File: config.mk
export PLATFORM = sky130hd
export DESIGN_NAME = lsu_mem_ctrl
export DESIGN_NICKNAME = d
export VERILOG_FILES = /design/src/rtl/lsu_mem_ctrl.sv
export SDC_FILE = /design/constraint.sdc
export NUM_CORES = 1
export LEC_CHECK = 0
export BUFFER_PORTS_ARGS = -buffer_cell sky130_fd_sc_hd__buf_4
export CAP_MARGIN = 40
export CORE_MARGIN = 2
export CORE_UTILIZATION = 42
export CTS_CLUSTER_SIZE = 28
export DETAILED_ROUTE_END_ITERATION = 10
export PLACE_DENSITY = 0.82
export SYNTH_ARGS = -nofsm -noshare
export SYNTH_HDL_FRONTEND = slang
export SYNTH_SLANG_ARGS = --single-unit
File: constraint.sdc
create_clock -name clk -period 1.7 [get_ports clk]
set_clock_uncertainty 0.1 [all_clocks]
set_input_delay 0.17 -clock clk [delete_from_list [all_inputs] [get_ports clk]]
set_output_delay 0.17 -clock clk [all_outputs]
set_load 0.005 [all_outputs]
File: src/rtl/lsu_mem_ctrl.sv
// lsu_mem_ctrl: load/store initiator between the CPU control FSM and data_mem.
// It takes one request, holds the address (and store data) stable on the memory
// port for the setup, wait and access cycles, captures load data, then pulses done.
// Optional feature macro: LSU_PROT_CHK_EN blocks stores at or above PROT_BASE
// and reports them through the fault pulse.
module lsu_mem_ctrl #(
  parameter int AW = 8,
  parameter int DW = 8,
  parameter int WAIT_CYC = 0,
  parameter logic [AW-1:0] PROT_BASE = 8'hF0
) (
  input  logic          clk,
  input  logic          rst_n,
  input  logic          req,
  input  logic          store,
  input  logic [AW-1:0] addr,
  input  logic [DW-1:0] wdata,
  output logic          ready,
  output logic          done,
  output logic [DW-1:0] rdata,
  output logic          fault,
  output logic          mem_we,
  output logic [AW-1:0] mem_addr,
  output logic [DW-1:0] mem_wd,
  input  logic [DW-1:0] mem_rd
);

  typedef enum logic [2:0] {
    S_IDLE,
    S_ADDR,
    S_WAIT,
    S_ACCESS,
    S_DONE
  } state_t;

  state_t        state;
  state_t        state_nxt;
  logic [3:0]    cnt;
  logic [3:0]    cnt_nxt;
  logic [AW-1:0] addr_q;
  logic [DW-1:0] wdata_q;
  logic          store_q;
  logic          prot_en;
  logic          blocked;

`ifdef LSU_PROT_CHK_EN
  assign prot_en = 1'b1;
`else
  assign prot_en = 1'b0;
`endif

  // A blocked store still walks the whole sequence; only its write strobe is suppressed.
  assign blocked = prot_en & store_q & (addr_q >= PROT_BASE);

  // Everything the memory and the control FSM see is decoded from registered state.
  assign ready    = (state == S_IDLE);
  assign done     = (state == S_DONE);
  assign fault    = (state == S_DONE) & blocked;
  assign mem_we   = (state == S_ACCESS) & store_q & ~blocked;
  assign mem_addr = addr_q;
  assign mem_wd   = wdata_q;

  // State, wait counter and request capture. Load data is taken from the memory at
  // the edge that closes ACCESS. On reset, rdata is cleared only if the controller is
  // already idle, so an interrupted access leaves the last load result intact while a
  // power-up reset held for two cycles still brings rdata to zero.
  always_ff @(posedge clk) begin
    if (!rst_n) begin
      state   <= S_IDLE;
      cnt     <= '0;
      addr_q  <= '0;
      wdata_q <= '0;
      store_q <= 1'b0;
      if (state == S_IDLE) begin
        rdata <= '0;
      end
    end else begin
      state <= state_nxt;
      cnt   <= cnt_nxt;
      if (state == S_IDLE && req) begin
        addr_q  <= addr;
        wdata_q <= wdata;
        store_q <= store;
      end
      if (state == S_ACCESS && !store_q) begin
        rdata <= mem_rd;
      end
    end
  end

  // Next-state sequencing: ADDR always lasts one cycle, then WAIT_CYC wait cycles
  // counted down to zero, then one ACCESS cycle and one DONE cycle.
  always_comb begin
    state_nxt = state;
    cnt_nxt   = cnt;
    unique case (state)
      S_IDLE: begin
        if (req) begin
          state_nxt = S_ADDR;
        end
      end
      S_ADDR: begin
        if (WAIT_CYC == 0) begin
          state_nxt = S_ACCESS;
        end else begin
          cnt_nxt   = 4'(WAIT_CYC - 1);
          state_nxt = S_WAIT;
        end
      end
      S_WAIT: begin
        if (cnt == 4'd0) begin
          state_nxt = S_ACCESS;
        end else begin
          cnt_nxt = cnt - 4'd1;
        end
      end
      S_ACCESS: state_nxt = S_DONE;
      S_DONE:   state_nxt = S_IDLE;
      default:  state_nxt = S_IDLE;
    endcase
  end

endmodule
==> results by group, run 1 <==
STA
  – Sum Neg Setup Slack: 0 ns
  – Final hold violation count: 0
  – Final worst-path cycle share: about nine tenths
  – Final Critical Period: roughly 1.5 ns
  – Highest clock rate: 646 MHz
  – Count of final setup violators: 0
  – Number of slew-limit violations in the final report: 0
  – Setup repair after global routing missed its margin: false

Die
  – Initial Utilization: between 40 and 50%
  – Die extent in x: between 60 and 70 um
  – CORE AREA: between 0.003 and 0.004 mm2
  – Die span in y: around 60 um
  – Row cnt: 20
  – Die area: approximately 0.0036 mm2
  – I/O pin count: between 50 and 60

Routing
  – Via-per-instance ratio: between 4 and 5
  – Per-cell routed wire length: about 12 um
  – First-pass iteration count of the detailed router: 4
  – Count of antenna-violating nets left after detailed routing: 0
  – Via count: ~1200
  – Aggregate routed wire length: roughly 3.1 mm
  – Top routing layer used: met4
  – Routed length on met2: around 1.7 mm
  – DRC violation count after routing: 0
  – Total length of routed met3 wires: roughly 140 um
  – Met1 wire length: ~1.2 mm
  – Starting DRC count in detailed routing: 15

GRT
  – Congestion Overflow GR: 0
  – Maximum number of pins on one net before global-route repair: 35
  – Via count of the first global-routing pass: 1214
  – Global-route wire length before repair: approximately 5.1 mm
  – Gr usage total: between 10% and 20%
  – Antenna violations before repair: 0

Synthesis
  – Most numerous cell types in the synthesized netlist: sky130_fd_sc_hd__dfxtp_1 (24), sky130_fd_sc_hd__nand2_1 (24), sky130_fd_sc_hd__nand3_1 (17)
  – Netlist cell types: 29
  – Async set-reset flop share out of synthesis: 0%
  – Main flop type after synthesis: sky130_fd_sc_hd__dfxtp_1
  – Count of mapped cells out of synthesis: 138
  – Top cells by area, synth: sky130_fd_sc_hd__dfxtp_1 (36%), sky130_fd_sc_hd__edfxtp_1 (18%), sky130_fd_sc_hd__nand2_1 (6.8%), sky130_fd_sc_hd__nand3_1 (6.4%), sky130_fd_sc_hd__o21ai_0 (6.1%)
  – YS warnings: 0
  – Number of enable-type register cells in the synthesized netlist: 8
  – Number of nets produced by synthesis: around 170
  – FF+latch count, synth: 32
  – Share of synthesized area occupied by flip-flops and latches: 54.6%
  – Synth Cell Area: 0.00132 mm2
  – Yosys top cell area share: 36.4%
  – Post-synthesis cell type with the largest combined area: sky130_fd_sc_hd__dfxtp_1
  – Synthesized area per cell: roughly 9.6 um2

Power
  – Switching power of the nets: between 0.4 and 0.5 mW
  – Fraction of power consumed by sequential logic: between 50% and 60%
  – Power density over the cells: roughly 850 mW/mm2
  – Fraction of power consumed by the clock network: between 20% and 30%
  – Tot Pwr: around 1.7 mW
  – Worst-case vdd ir drop: approximately 0.5 mV
  – Pleak: roughly 0.82 nW
  – Combinational fraction of design power: a little over a fifth
  – Switching fraction of total power: between 20% and 30%
  – Cell-internal power: roughly 1.2 mW

Setup path
  – Critical Path RT: around 1.4 ns
  – Maximum fanout along the worst path: 7
  – Worst path slowest cell: sky130_fd_sc_hd__dfxtp_2
  – Ordered cell list for the critical path: nand2_1 -> nor3b_1 -> buf_4
  – Type of origin of the critical path: flip-flop
  – Endpoint type of the worst setup path: output port
  – Worst Path Class, Setup: reg2out
  – Data arrival, critical path: between 1 and 1.5 ns
  – Longest individual stage delay on the worst path: ~0.43 ns

Clocking
  – Post-CTS setup repair buffer count: 0
  – Clock tree from TritonCTS: yes
  – Clock transition at the registers of the reported paths: approximately 0.09 ns
  – Sink count of the clock tree: 32
  – Root Buffer Master: sky130_fd_sc_hd__clkbuf_4
  – CTS Buffer Depth: 2
  – Max H-tree Level: 2
  – Number of clock buffers inserted by TritonCTS: 5
  – Insertion delay to the later sink of the worst-skew pair: between 0.3 and 0.4 ns

Layout
  – # diodes: 0
  – Area growth from synthesis to layout: 48.0%
  – Fraction of layout cells with a size suffix above 1: between 30 and 40%
  – Nets@finish: about 240
  – Number of fillers in the final layout: about 260

Placed design
  – Buffers added on ports: 54
  – Routability congestion estimate from global placement: a little over 0.7
  – Detailed-placement wirelength estimate: ~2.1 mm

Run
  – Max Cap Viol: 0

Hold path
  – Type of the most critical hold path: in2reg

Status
  – Status: finished clean
[power groups by stage]
| stage | logic, mW | clock network, mW | registers, mW |
|---|---|---|---|
| after floorplan | 0.184 | 0 | 0.916 |
| after global placement | 0.319 | 0 | 0.924 |
| after detailed placement | 0.333 | 0 | 0.931 |
| after CTS | 0.365 | 0.404 | 0.915 |
| after global routing | 0.403 | 0.446 | 0.926 |
| final | 0.364 | 0.383 | 0.915 |
[critical path: cells and delay by family, from the launching register on]
kind / cells / cell delay [ns]
flops: 1 / 0.43
simple gates: 2 / 0.39
buf+inv: 1 / 0.15
[final timing paths]
kind,end,startpoint,cells past startpoint,slack (ns)
min reg2reg,mem_wd[7]$_SDFFE_PN0P_,mem_wd[7]$_SDFFE_PN0P_,2,0.36
max,mem_we,state[0]$_SDFFE_PN0P_,3,0.15
max reg2reg,rdata[0]$_SDFFCE_PN0P_,state[0]$_SDFFE_PN0P_,4,0.25
min,rdata[6]$_SDFFCE_PN0P_,mem_rd[6],2,0.03
[layout make-up]
cell class	count	area (um2)	area share, %
sequential	32	723	37.0
timing repair buffer	74	598	30.6
multi-input combinational	92	520	26.6
tap	44	55.1	2.82
clock buffer	7	45.0	2.31
inverter	2	7.51	0.384
clock inverter	1	3.75	0.192
[cells in the final DEF (no fill, tap or decap), drive strengths merged]
cell         count
a21boi           1
buf             57
nor2             4
conb             1
a21oi            1
ha               1
mux2i            3
clkinv           1
clkbuf           7
xnor2            1
nor3b            3
dfxtp           24
nand2           24
nand2b           3
dlygate4sd3     17
nor3             3
nand3b           1
nand3           17
edfxtp           8
o21ai           17
nor4b            2
a41o             1
and2             8
inv              2
o31ai            1
[metal layers]
layer | GRT usage [%] | vias to the layer above
met5 | 0 | -
met4 | 8.57 | 0
met3 | 6.06 | 2
met2 | 37.1 | 40
met1 | 19.3 | 548
li1 | - | 602
[registers in the layout (all words and copies together) (netlist names)]
signal and flops:
mem_wd 8, mem_addr 8, cnt 4, state 3
rdata 8, store_q 1
[cells by family after synthesis]
| family | Yosys count | synth area share (%) |
|---|---|---|
| and+or+nand+nor | 65 | 25.9 |
| DFF | 32 | 54.6 |
| AOI/OAI and AO/OA | 21 | 9.00 |
| buffers and inverters | 14 | 6.35 |
| muxes | 3 | 2.27 |
| adders and majority gates | 1 | 0.948 |
| other | 1 | 0.284 |
| xor gates and xnor gates | 1 | 0.664 |
[timing repair]
action | 4_1_cts | 5_1_grt
hold buffers | 17 | 0
resized for setup | 1 | 1
setup endpoints to repair | 1 | 1
gates cloned | 0 | 0
hold endpoints to repair | 17 | 0
[metrics by stage]
| stage | area [um2] | utilization (%) | hold slack (ns) | instances | setup WS [ns] |
|---|---|---|---|---|---|
| finish | 1950 | 64.5 | 0.0349 | 252 | 0.151 |
| global route | 1950 | 64.5 | 0.0172 | 252 | 0.0631 |
| CTS | 1950 | 64.5 | 0.0190 | 252 | 0.0325 |
| detailed placement | 1730 | 57.2 | 0.297 | 227 | 0.184 |
| global placement | 1730 | 57.2 | 0.284 | 227 | 0.260 |
| floorplan | 1330 | - | 0.200 | 138 | 0.138 |
(Power assumes the default switching activity.)
==> run 2: changes to the inputs <==
==> constraint.sdc (replaced) <==
create_clock -name clk -period 1.7 [get_ports clk]
set_clock_uncertainty 0.1 [all_clocks]
set_input_delay 0.17 -clock clk [delete_from_list [all_inputs] [get_ports clk]]
set_output_delay 0.17 -clock clk [all_outputs]
set_load 0.05 [all_outputs]
==> run 2 against run 1 <==
Against the previous run:
- routed wire length increased by 5.0%
- hold slack got worse by 0.0049 ns
- clock-buffer cell count increased by 1
- final cell count increased by 0.79%
- critical path type unchanged
- highest routed layer unchanged
==> results by group, run 2 (synthesis results as in run 1) <==
Routing
  – Via count: around 1200
  – Aggregate routed wire length: ~3.3 mm
  – Count of antenna-violating nets left after detailed routing: 0
  – Per-cell routed wire length: about 13 um
  – First-pass iteration count of the detailed router: 4
  – Via-per-instance ratio: approximately 4.7
  – Starting DRC count in detailed routing: 17
  – DRC violation count after routing: 0

STA
  – Highest clock rate: ~640 MHz
  – Final Critical Period: 1.56 ns
  – Sum Neg Setup Slack: 0 ns
  – Count of final setup violators: 0
  – Final hold violation count: 0
  – Setup repair after global routing missed its margin: false
  – Number of slew-limit violations in the final report: 0
  – Final WS setup: approximately 0.14 ns
  – Final worst-path cycle share: 91.6%

Setup path
  – Critical register-to-register path startpoint: state[0]$_SDFFE_PN0P_
  – Number of cells traversed by the worst register-to-register path: 5
  – Worst reg2reg endpoint: mem_wd[4]$_SDFFE_PN0P_
  – Worst Path Class, Setup: reg2out
  – Timing startpoint of the critical path: state[0]$_SDFFE_PN0P_
  – Endpoint type of the worst setup path: output port
  – Type of origin of the critical path: flip-flop
  – Worst reg2reg setup slack: about 0.25 ns
  – Data arrival, critical path: roughly 1.3 ns
  – Critical Path RT: about 1.4 ns
  – Maximum fanout along the worst path: 4

Placed design
  – Placement-stage worst setup slack: 0.255 ns
  – Placed standard-cell area: around 0.0018 mm2
  – Routability congestion estimate from global placement: approximately 0.73
  – Buffers added on ports: 54

GRT
  – Antenna violations before repair: 0
  – Maximum number of pins on one net before global-route repair: 43
  – Congestion Overflow GR: 0
  – Via count of the first global-routing pass: 1188
  – Gr usage total: roughly a fifth
  – Global-route wire length before repair: 5.21 mm

Clocking
  – Root Buffer Master: sky130_fd_sc_hd__clkbuf_4
  – Insertion delay to the later sink of the worst-skew pair: 0.32 ns
  – Sink count of the clock tree: 32
  – CTS Buffer Depth: 2
  – Clock tree from TritonCTS: yes
  – Post-CTS setup repair buffer count: 0
  – Max H-tree Level: 2
  – Clock transition at the registers of the reported paths: around 0.1 ns
  – Number of gates resized after CTS: 0
  – Number of clock buffers inserted by TritonCTS: 5

Layout
  – Most frequent standard cell in the layout excluding fill and tap cells: sky130_fd_sc_hd__buf_4
  – Nets@finish: around 240
  – Commonest non-fill, non-tap cells in the layout: sky130_fd_sc_hd__buf_4 (58), sky130_fd_sc_hd__nand2_1 (24), sky130_fd_sc_hd__dfxtp_1 (24), sky130_fd_sc_hd__nand3_1 (17), sky130_fd_sc_hd__dlygate4sd3_1 (17)
  – Fraction of layout cells with a size suffix above 1: 34.3%
  – # diodes: 0
  – Area growth from synthesis to layout: 52.9%
  – Final Cell Area: 0.00202 mm2

Die
  – Die span in y: 60.1 um
  – I/O pin count: between 50 and 60
  – CORE AREA: about 0.003 mm2
  – Die area: between 0.003 and 0.004 mm2
  – Initial Utilization: a little over two fifths
  – Row cnt: 20
  – Die extent in x: ~60 um

Status
  – Status: finished clean

Run
  – Max Cap Viol: 0

Power
  – Power density over the cells: around 1000 mW/mm2
  – Worst-case vdd ir drop: roughly 0.77 mV
  – Pleak: between 0.8 and 0.9 nW

Hold path
  – Cell depth of the worst hold path: 2
  – Sink of the worst hold path: rdata[0]$_SDFFCE_PN0P_
  – Type of the most critical hold path: in2reg
  – Source of the worst hold timing path: mem_rd[0]
[run 2: layer usage]
metal / wire, um / GRT usage (%) / vias up
met5: 0 / 0 / -
met4: 57 / 15.2 / 0
met3: 154 / 4.76 / 4
met2: 1750 / 35.9 / 38
met1: 1310 / 20.8 / 558
li1: - / - / 606
[run 2: how the worst max path moves through the flow]
stage | to | slack (ns) | depth (start not counted)
2_1_floorplan | rdata[0]$_SDFFCE_PN0P_ | 0.008 | 4
3_3_place_gp | rdata[1]$_SDFFCE_PN0P_ | 0.35 | 4
3_5_place_dp | rdata[2]$_SDFFCE_PN0P_ | 0.26 | 2
4_1_cts | mem_we | 0.10 | 3
5_1_grt | mem_we | 0.04 | 3
6_report | mem_we | 0.14 | 3
[run 2: critical path, cell delays in order (launching register included)]
cell and delay [ns]:
sky130_fd_sc_hd__dfxtp_1 0.39, sky130_fd_sc_hd__nand2_1 0.16, sky130_fd_sc_hd__nor3b_2 0.20, sky130_fd_sc_hd__buf_4 0.22
[run 2: power breakdown]
part / leakage, nW / switching (mW) / internal, mW / total [mW]
logic: 0.542 / 0.421 / 0.243 / 0.664
clock network: 0.0326 / 0.246 / 0.204 / 0.451
registers: 0.274 / 0.0376 / 0.862 / 0.899
[run 2: layout make-up]
type | instances | area [um2]
Fill cell | 251 | 1010
Timing Repair Buffer | 76 | 626
Tap cell | 44 | 55.1
Inverter | 2 | 7.51
Multi-Input combinational cell | 92 | 551
Sequential cell | 32 | 721
Clock buffer | 8 | 58.8
[run 2: stage by stage]
stage	total power, mW	cells	hold slack, ns	utilization [%]
2_1_floorplan	1.37	138	0.200	-
3_3_place_gp	1.53	229	0.285	59.1
3_5_place_dp	1.55	229	0.291	59.1
4_1_cts	2.03	254	0.00935	66.7
5_1_grt	2.12	254	0.00797	66.7
6_report	2.01	254	0.0300	66.7
[run 2: what timing repair did]
item | in CTS | in global routing
hold endpoints to repair | 17 | 0
hold buffers | 17 | 0
endpoints found under the setup margin | 0 | 0
